$ cat src/rtl/display_capture.sv
// display_capture
//   Receiver for a four-digit multiplexed seven-segment scan bus. The bus
//   carries an active-low one-hot digit enable (AN) and the nibble for that
//   digit (displaydata). The block samples the bus and filters glitches with
//   a stability counter. It checks that digits arrive in the order
//   3, 2, 1, 0 and rebuilds the 16-bit value shown on the display.
//
//   Parameters
//     STABLE_CYCLES : consecutive identical samples needed to accept a digit
//                     (1..255)
//     CNT_W         : stability counter width, 2**CNT_W > STABLE_CYCLES
//
//   Ports
//     CLK         in   system clock, rising edge
//     Reset       in   asynchronous active-low reset
//     AN          in   [3:0] digit enables, active-low one-hot
//     displaydata in   [3:0] nibble for the enabled digit
//     display     out  [15:0] last committed frame (digit 3 in [15:12])
//     frame_valid out  one-cycle pulse when display is committed
//     frame_error out  one-cycle pulse on an illegal AN or an out-of-order digit
//     synced      out  high while a frame is being collected
module display_capture #(
  parameter int STABLE_CYCLES = 1,
  parameter int CNT_W         = 8
) (
  input  logic        CLK,
  input  logic        Reset,
  input  logic [3:0]  AN,
  input  logic [3:0]  displaydata,
  output logic [15:0] display,
  output logic        frame_valid,
  output logic        frame_error,
  output logic        synced
);

  typedef enum logic [1:0] {
    WAIT_SYNC = 2'd0,
    EXP2      = 2'd1,
    EXP1      = 2'd2,
    EXP0      = 2'd3
  } state_t;

  localparam logic [CNT_W-1:0] CNT_MAX  = '1;
  localparam logic [CNT_W-1:0] CNT_ONE  = CNT_W'(1);
  localparam logic [CNT_W-1:0] STABLE_C = CNT_W'(STABLE_CYCLES);

  function automatic logic [CNT_W-1:0] sat_inc(input logic [CNT_W-1:0] v);
    sat_inc = (v == CNT_MAX) ? v : v + CNT_ONE;
  endfunction

  logic [7:0]       smp_q, smp_d;
  logic [CNT_W-1:0] cnt_q, cnt_d;
  logic             acc_q, acc_d;
  logic [15:0]      shadow_q, shadow_d;
  logic [15:0]      display_q, display_d;
  logic             fv_q, fv_d;
  logic             fe_q, fe_d;
  state_t           state_q, state_d;

  logic [7:0]       in_w;
  logic             same_w;
  logic             an_legal;
  logic             an_blank;
  logic [1:0]       an_idx;
  logic [3:0]       nib;

  // Sampling and stability stage
  assign in_w   = {AN, displaydata};
  assign same_w = (in_w == smp_q);

  always_comb begin
    smp_d = in_w;
    cnt_d = same_w ? sat_inc(cnt_q) : CNT_ONE;
    // Accept only on the transition into STABLE_C. The second term keeps a
    // count that saturates at STABLE_C from accepting again, and still lets
    // STABLE_CYCLES == 1 accept every change of input.
    acc_d = (cnt_d == STABLE_C) && (!same_w || (cnt_q != STABLE_C));
  end

  // Decode stage: works on the accepted sample held in smp_q
  assign nib = smp_q[3:0];

  always_comb begin
    an_legal = 1'b0;
    an_blank = 1'b0;
    an_idx   = 2'd0;
    case (smp_q[7:4])
      4'b0111: begin an_legal = 1'b1; an_idx = 2'd3; end
      4'b1011: begin an_legal = 1'b1; an_idx = 2'd2; end
      4'b1101: begin an_legal = 1'b1; an_idx = 2'd1; end
      4'b1110: begin an_legal = 1'b1; an_idx = 2'd0; end
      4'b1111: an_blank = 1'b1;
      default: ;
    endcase
  end

  // Frame assembly FSM
  always_comb begin
    state_d   = state_q;
    shadow_d  = shadow_q;
    display_d = display_q;
    fv_d      = 1'b0;
    fe_d      = 1'b0;
    if (acc_q && !an_blank) begin
      if (!an_legal) begin
        fe_d    = 1'b1;
        state_d = WAIT_SYNC;
      end else begin
        case (state_q)
          WAIT_SYNC: begin
            // Digits other than 3 are ignored while looking for a frame start.
            if (an_idx == 2'd3) begin
              shadow_d[15:12] = nib;
              state_d         = EXP2;
            end
          end
          EXP2: begin
            if (an_idx == 2'd2) begin
              shadow_d[11:8] = nib;
              state_d        = EXP1;
            end else if (an_idx == 2'd3) begin
              shadow_d[15:12] = nib;
              fe_d            = 1'b1;
              state_d         = EXP2;
            end else begin
              fe_d    = 1'b1;
              state_d = WAIT_SYNC;
            end
          end
          EXP1: begin
            if (an_idx == 2'd1) begin
              shadow_d[7:4] = nib;
              state_d       = EXP0;
            end else if (an_idx == 2'd3) begin
              shadow_d[15:12] = nib;
              fe_d            = 1'b1;
              state_d         = EXP2;
            end else begin
              fe_d    = 1'b1;
              state_d = WAIT_SYNC;
            end
          end
          EXP0: begin
            if (an_idx == 2'd0) begin
              display_d = {shadow_q[15:4], nib};
              fv_d      = 1'b1;
              state_d   = WAIT_SYNC;
            end else if (an_idx == 2'd3) begin
              shadow_d[15:12] = nib;
              fe_d            = 1'b1;
              state_d         = EXP2;
            end else begin
              fe_d    = 1'b1;
              state_d = WAIT_SYNC;
            end
          end
          default: state_d = WAIT_SYNC;
        endcase
      end
    end
  end

  always_ff @(posedge CLK or negedge Reset) begin
    if (!Reset) begin
      smp_q     <= '0;
      cnt_q     <= '0;
      acc_q     <= 1'b0;
      shadow_q  <= '0;
      display_q <= '0;
      fv_q      <= 1'b0;
      fe_q      <= 1'b0;
      state_q   <= WAIT_SYNC;
    end else begin
      smp_q     <= smp_d;
      cnt_q     <= cnt_d;
      acc_q     <= acc_d;
      shadow_q  <= shadow_d;
      display_q <= display_d;
      fv_q      <= fv_d;
      fe_q      <= fe_d;
      state_q   <= state_d;
    end
  end

  assign display     = display_q;
  assign frame_valid = fv_q;
  assign frame_error = fe_q;
  assign synced      = (state_q != WAIT_SYNC);

endmodule
$ cat config.mk
export PLATFORM = sky130hd
export DESIGN_NAME = display_capture
export DESIGN_NICKNAME = d
export VERILOG_FILES = /design/src/rtl/display_capture.sv
export SDC_FILE = /design/constraint.sdc
export NUM_CORES = 1
export LEC_CHECK = 0
export BUFFER_PORTS_ARGS = -buffer_cell sky130_fd_sc_hd__buf_2
export CAP_MARGIN = 10
export CORE_MARGIN = 3
export CORE_UTILIZATION = 28
export CTS_CLUSTER_SIZE = 28
export DETAILED_ROUTE_END_ITERATION = 16
export REMOVE_ABC_BUFFERS = 1
export SLEW_MARGIN = 30
export SYNTH_ARGS = -nofsm -noshare
export SYNTH_HDL_FRONTEND = slang
export SYNTH_SLANG_ARGS = --single-unit
$ cat constraint.sdc
create_clock -name CLK -period 5.5 [get_ports CLK]
set_clock_uncertainty 0.2 [all_clocks]
set_input_delay 0.55 -clock CLK [delete_from_list [all_inputs] [get_ports CLK]]
set_output_delay 0.55 -clock CLK [all_outputs]
set_load 0.005 [all_outputs]
==> impl_metrics.prom <==
# TYPE chip_impl_metric gauge
chip_impl_metric{name="cts_max_level",unit=""} 2
chip_impl_metric{name="setup-violations-final",unit=""} 0
chip_impl_metric{name="dp_slack",unit="ps"} 3292
chip_impl_info{name="critical_path.reg2reg.startpoint",value="smp_q[6]"} 1
chip_impl_metric{name="tritoncts_num_sinks",unit=""} 49
chip_impl_metric{name="detail_route.wirelength",unit="mm"} 3.788
chip_impl_metric{name="netlist-cell-type-count",unit=""} 29
chip_impl_metric{name="die_x",unit="um"} 92.02
chip_impl_metric{name="number_of_cts_inserted_buffers",unit=""} 5
chip_impl_metric{name="postCtsResizedCells",unit=""} 0
chip_impl_metric{name="clock_tree.buffer_depth",unit=""} 2
chip_impl_metric{name="place.gp.congestion",unit=""} 0.8460
chip_impl_metric{name="place.detailed.hpwl",unit="mm"} 2.718
chip_impl_metric{name="post_drt_wl_per_cell",unit="um"} 12.93
chip_impl_info{name="timing.critical_path.to",value="display[9]"} 1
chip_impl_metric{name="report.final.hold_viol_count",unit=""} 0
chip_impl_metric{name="use_met1",unit="%"} 13.70
chip_impl_metric{name="crit_path_max_fanout",unit=""} 10
chip_impl_info{name="outcome",value="complete, no violations"} 1
chip_impl_metric{name="wire_length_of_the_first_global_routing_pass",unit="mm"} 6.423
chip_impl_metric{name="route.detailed.vias_per_inst",unit=""} 4.505
chip_impl_metric{name="synth_mux_area_share",unit="%"} 15.22
chip_impl_metric{name="synthXorXnorAreaFrac",unit="%"} 4.650
chip_impl_metric{name="initial_core_util",unit="%"} 29.68
chip_impl_metric{name="reg2reg_path_depth",unit=""} 4
chip_impl_metric{name="post_synth_inst_count",unit=""} 165
chip_impl_metric{name="synth-adder-area-share",unit="%"} 1.208
chip_impl_metric{name="chipHeight",unit="um"} 92.02
chip_impl_metric{name="postCtsSetupRepairBufs",unit=""} 0
chip_impl_metric{name="detailroute.via_count",unit=""} 1320
chip_impl_metric{name="dieArea",unit="um^2"} 8468
chip_impl_metric{name="postSynthAreaPerCell",unit="um^2"} 12.56
chip_impl_info{name="most_used_cells_in_the_layout_excluding_fill_and_tap_cells",value="dfrtp_1 (49), mux2_2 (28), buf_2 (27), nand2_1 (12), nor2_1 (12)"} 1
chip_impl_info{name="end_kind",value="register"} 1
chip_impl_metric{name="power_density",unit="nW/um^2"} 278.2
chip_impl_metric{name="final_net_count",unit=""} 208
chip_impl_metric{name="post_synth_and_or_nand_nor_area_fraction",unit="%"} 12.74
chip_impl_metric{name="port-buffer-count",unit=""} 28
chip_impl_metric{name="wp_data_arrival",unit="ps"} 2150
chip_impl_metric{name="yosys_register_bits",unit=""} 49
chip_impl_metric{name="timing.final.crit_period",unit="ps"} 2169
chip_impl_metric{name="critPathMaxStageDelay",unit="ps"} 630
chip_impl_metric{name="timing.critical_path.required",unit="ps"} 5480
chip_impl_metric{name="timing.reg2reg.setup_slack",unit="ps"} 3330
chip_impl_info{name="r2r-end",value="display[9]"} 1
chip_impl_metric{name="layout_worst_path_cycle_share",unit="%"} 39.44
chip_impl_metric{name="synth_sequential_area_ratio",unit="%"} 59.18
chip_impl_metric{name="ant_nets",unit=""} 0
chip_impl_metric{name="floorplan.core_area",unit="um^2"} 6982
chip_impl_metric{name="synth-warning-count",unit=""} 0
chip_impl_metric{name="antenna_cells_inserted",unit=""} 0
chip_impl_metric{name="first_pass_iters",unit=""} 5
chip_impl_metric{name="finalPower",unit="mW"} 0.6767
chip_impl_info{name="worstPathCellList",value="nand2_2 > nor4_4 > buf_6 > mux2_2"} 1
chip_impl_info{name="worst_setup_path_start_kind",value="register"} 1
chip_impl_metric{name="finish.utilization",unit="%"} 34.84
chip_impl_info{name="commonest_non_fill_non_tap_cell_in_the_layout",value="dfrtp_1"} 1
chip_impl_metric{name="first_global_vias",unit=""} 1266
chip_impl_metric{name="num_rows",unit=""} 30
chip_impl_metric{name="grt_antenna_before_repair",unit=""} 0
chip_impl_metric{name="layout.filler_cells",unit=""} 721
chip_impl_info{name="top_usage_layer",value="met1"} 1
chip_impl_metric{name="tightest_slew",unit="ps"} 698.6
chip_impl_info{name="cp_slowest_cell",value="nor4_4"} 1
chip_impl_metric{name="detail_route.iter0.violations",unit=""} 97
chip_impl_metric{name="drv_slew",unit=""} 0
chip_impl_metric{name="grt_max_degree",unit=""} 50
chip_impl_metric{name="power.static_leakage",unit="nW"} 1.158
chip_impl_metric{name="worst_slew_margin_rel",unit="%"} 53.07
chip_impl_metric{name="synth_compound_gate_area_share",unit="%"} 4.831
chip_impl_metric{name="layout-drive-gt1-share",unit="%"} 34.52
chip_impl_metric{name="totalNegativeSetupSlack",unit="ps"} 0
chip_impl_metric{name="cap_violations",unit=""} 0
chip_impl_metric{name="max-vdd-ir-drop",unit="V"} 0.0001291
chip_impl_metric{name="grt_util_met2",unit="%"} 13.38
chip_impl_metric{name="remaining_drc_errors",unit=""} 0
chip_impl_info{name="cts_tree",value="built"} 1
chip_impl_metric{name="synthesis.area",unit="um^2"} 2072
chip_impl_info{name="worstSetupPathType",value="reg -> reg"} 1
chip_impl_info{name="cts_root_buffer",value="clkbuf_8"} 1
chip_impl_metric{name="areaGrowthSynthToFinish",unit="%"} 17.39
chip_impl_metric{name="fmax",unit="MHz"} 461.0
chip_impl_metric{name="top_level_ports",unit=""} 29
chip_impl_metric{name="cts_hold_buffers",unit=""} 0
chip_impl_info{name="grt_setup_unrepaired",value="false"} 1
chip_impl_info{name="worst_hold_path_type",value="in -> async"} 1
chip_impl_metric{name="clock_latency",unit="ps"} 290
chip_impl_metric{name="reg_clk_slew_reported_paths",unit="ps"} 90
chip_impl_metric{name="grt.met3_usage",unit="%"} 3.445
chip_impl_info{name="main_combinational_cell_family_by_area_after_synthesis",value="multiplexers"} 1
chip_impl_info{name="crit_path_start",value="smp_q[6]"} 1
chip_impl_metric{name="finalWorstSetupSlack",unit="ps"} 3331
chip_impl_metric{name="gr-usage-all-layers",unit="%"} 9.669
chip_impl_metric{name="globalRoute.totalOverflow",unit=""} 0
[sequential cells by signal, indices dropped and copies added (netlist names)]
name / count
frame_error: 1
smp_q: 8
acc_q: 1
cnt_q: 8
state_q: 2
frame_valid: 1
display: 16
shadow_q: 12
[through the flow]
stage	cell area [um^2]	instances	hold slack, ps
after floorplan	2042	160	54.41
after global routing	2432	293	89.80
after detailed placement	2316	285	291.1
after CTS	2432	293	74.63
final	2432	293	48.72
after global placement	2302	284	283.7
[worst min path at each step]
stage,to,depth (start not counted)
2_1_floorplan,acc_q,0
6_report,frame_valid,1
3_3_place_gp,display[7],1
4_1_cts,frame_valid,1
3_5_place_dp,display[12],1
5_1_grt,display[8],1
[area by class of cell]
cell class / instances / area, um^2 / area share [%]
Sequential cell: 49 / 1226 / 50.41
Multi-Input combinational cell: 107 / 800.8 / 32.92
Timing Repair Buffer: 29 / 153.9 / 6.327
Tap cell: 96 / 120.1 / 4.938
Clock buffer: 7 / 86.33 / 3.549
Clock inverter: 1 / 30.03 / 1.235
Inverter: 4 / 15.01 / 0.6173
[routing by layer]
metal	part of all wire (%)	up-vias
met1	51	638
met3	3.8	6
met4	2.0	0
met2	43	30
li1	-	646
met5	0	-
[cells in the mapped netlist]
| library cell | n | area share, % |
|---|---|---|
| xnor2_1 | 3 | 1.3 |
| buf_2 | 3 | 0.72 |
| nor3_1 | 5 | 1.2 |
| a211oi_1 | 1 | 0.36 |
| nand2_2 | 1 | 0.30 |
| ha_1 | 2 | 1.2 |
| o21ai_0 | 4 | 0.97 |
| a21o_1 | 2 | 0.72 |
| or2_2 | 1 | 0.30 |
| nand3_1 | 5 | 1.2 |
| a31oi_1 | 3 | 0.91 |
| buf_6 | 1 | 0.54 |
| nor4b_2 | 1 | 0.72 |
| nand4_1 | 3 | 0.91 |
| a211o_1 | 1 | 0.42 |
| and3_1 | 1 | 0.30 |
| a21oi_1 | 6 | 1.4 |
| and4b_1 | 1 | 0.48 |
| dfrtp_1 | 49 | 59 |
| nor2_1 | 12 | 2.2 |
| nor2b_1 | 2 | 0.60 |
| nor4_4 | 1 | 1.0 |
| inv_1 | 4 | 0.72 |
| nand4b_1 | 1 | 0.42 |
| xor2_1 | 8 | 3.4 |
| clkbuf_1 | 1 | 0.18 |
| nor4_1 | 3 | 0.91 |
| nand2_1 | 12 | 2.2 |
| mux2_2 | 28 | 15 |
[critical path: cells and delay by family, from the launching register on]
kind	cells	cell delay, ps
and+or+nand+nor	2	770
DFF	1	510
muxes	1	340
buffers and inverters	1	240
[where the power goes]
group          switching [mW]  internal (mW)  leakage [nW]
Clock                   0.111          0.148        0.0585
Combinational          0.0172         0.0158         0.456
Sequential             0.0108          0.373         0.643
Total                   0.139          0.537          1.16
[logic make-up after synthesis]
group                    count (synthesis)
buffers and inverters                    9
AND/OR/NAND/NOR                         49
XOR/XNOR                                11
adder cells (fa/ha/maj)                  2
flip-flops                              49
AO/OA/AOI/OAI                           17
multiplexers                            28
Power figures use the tool's default switching activity.
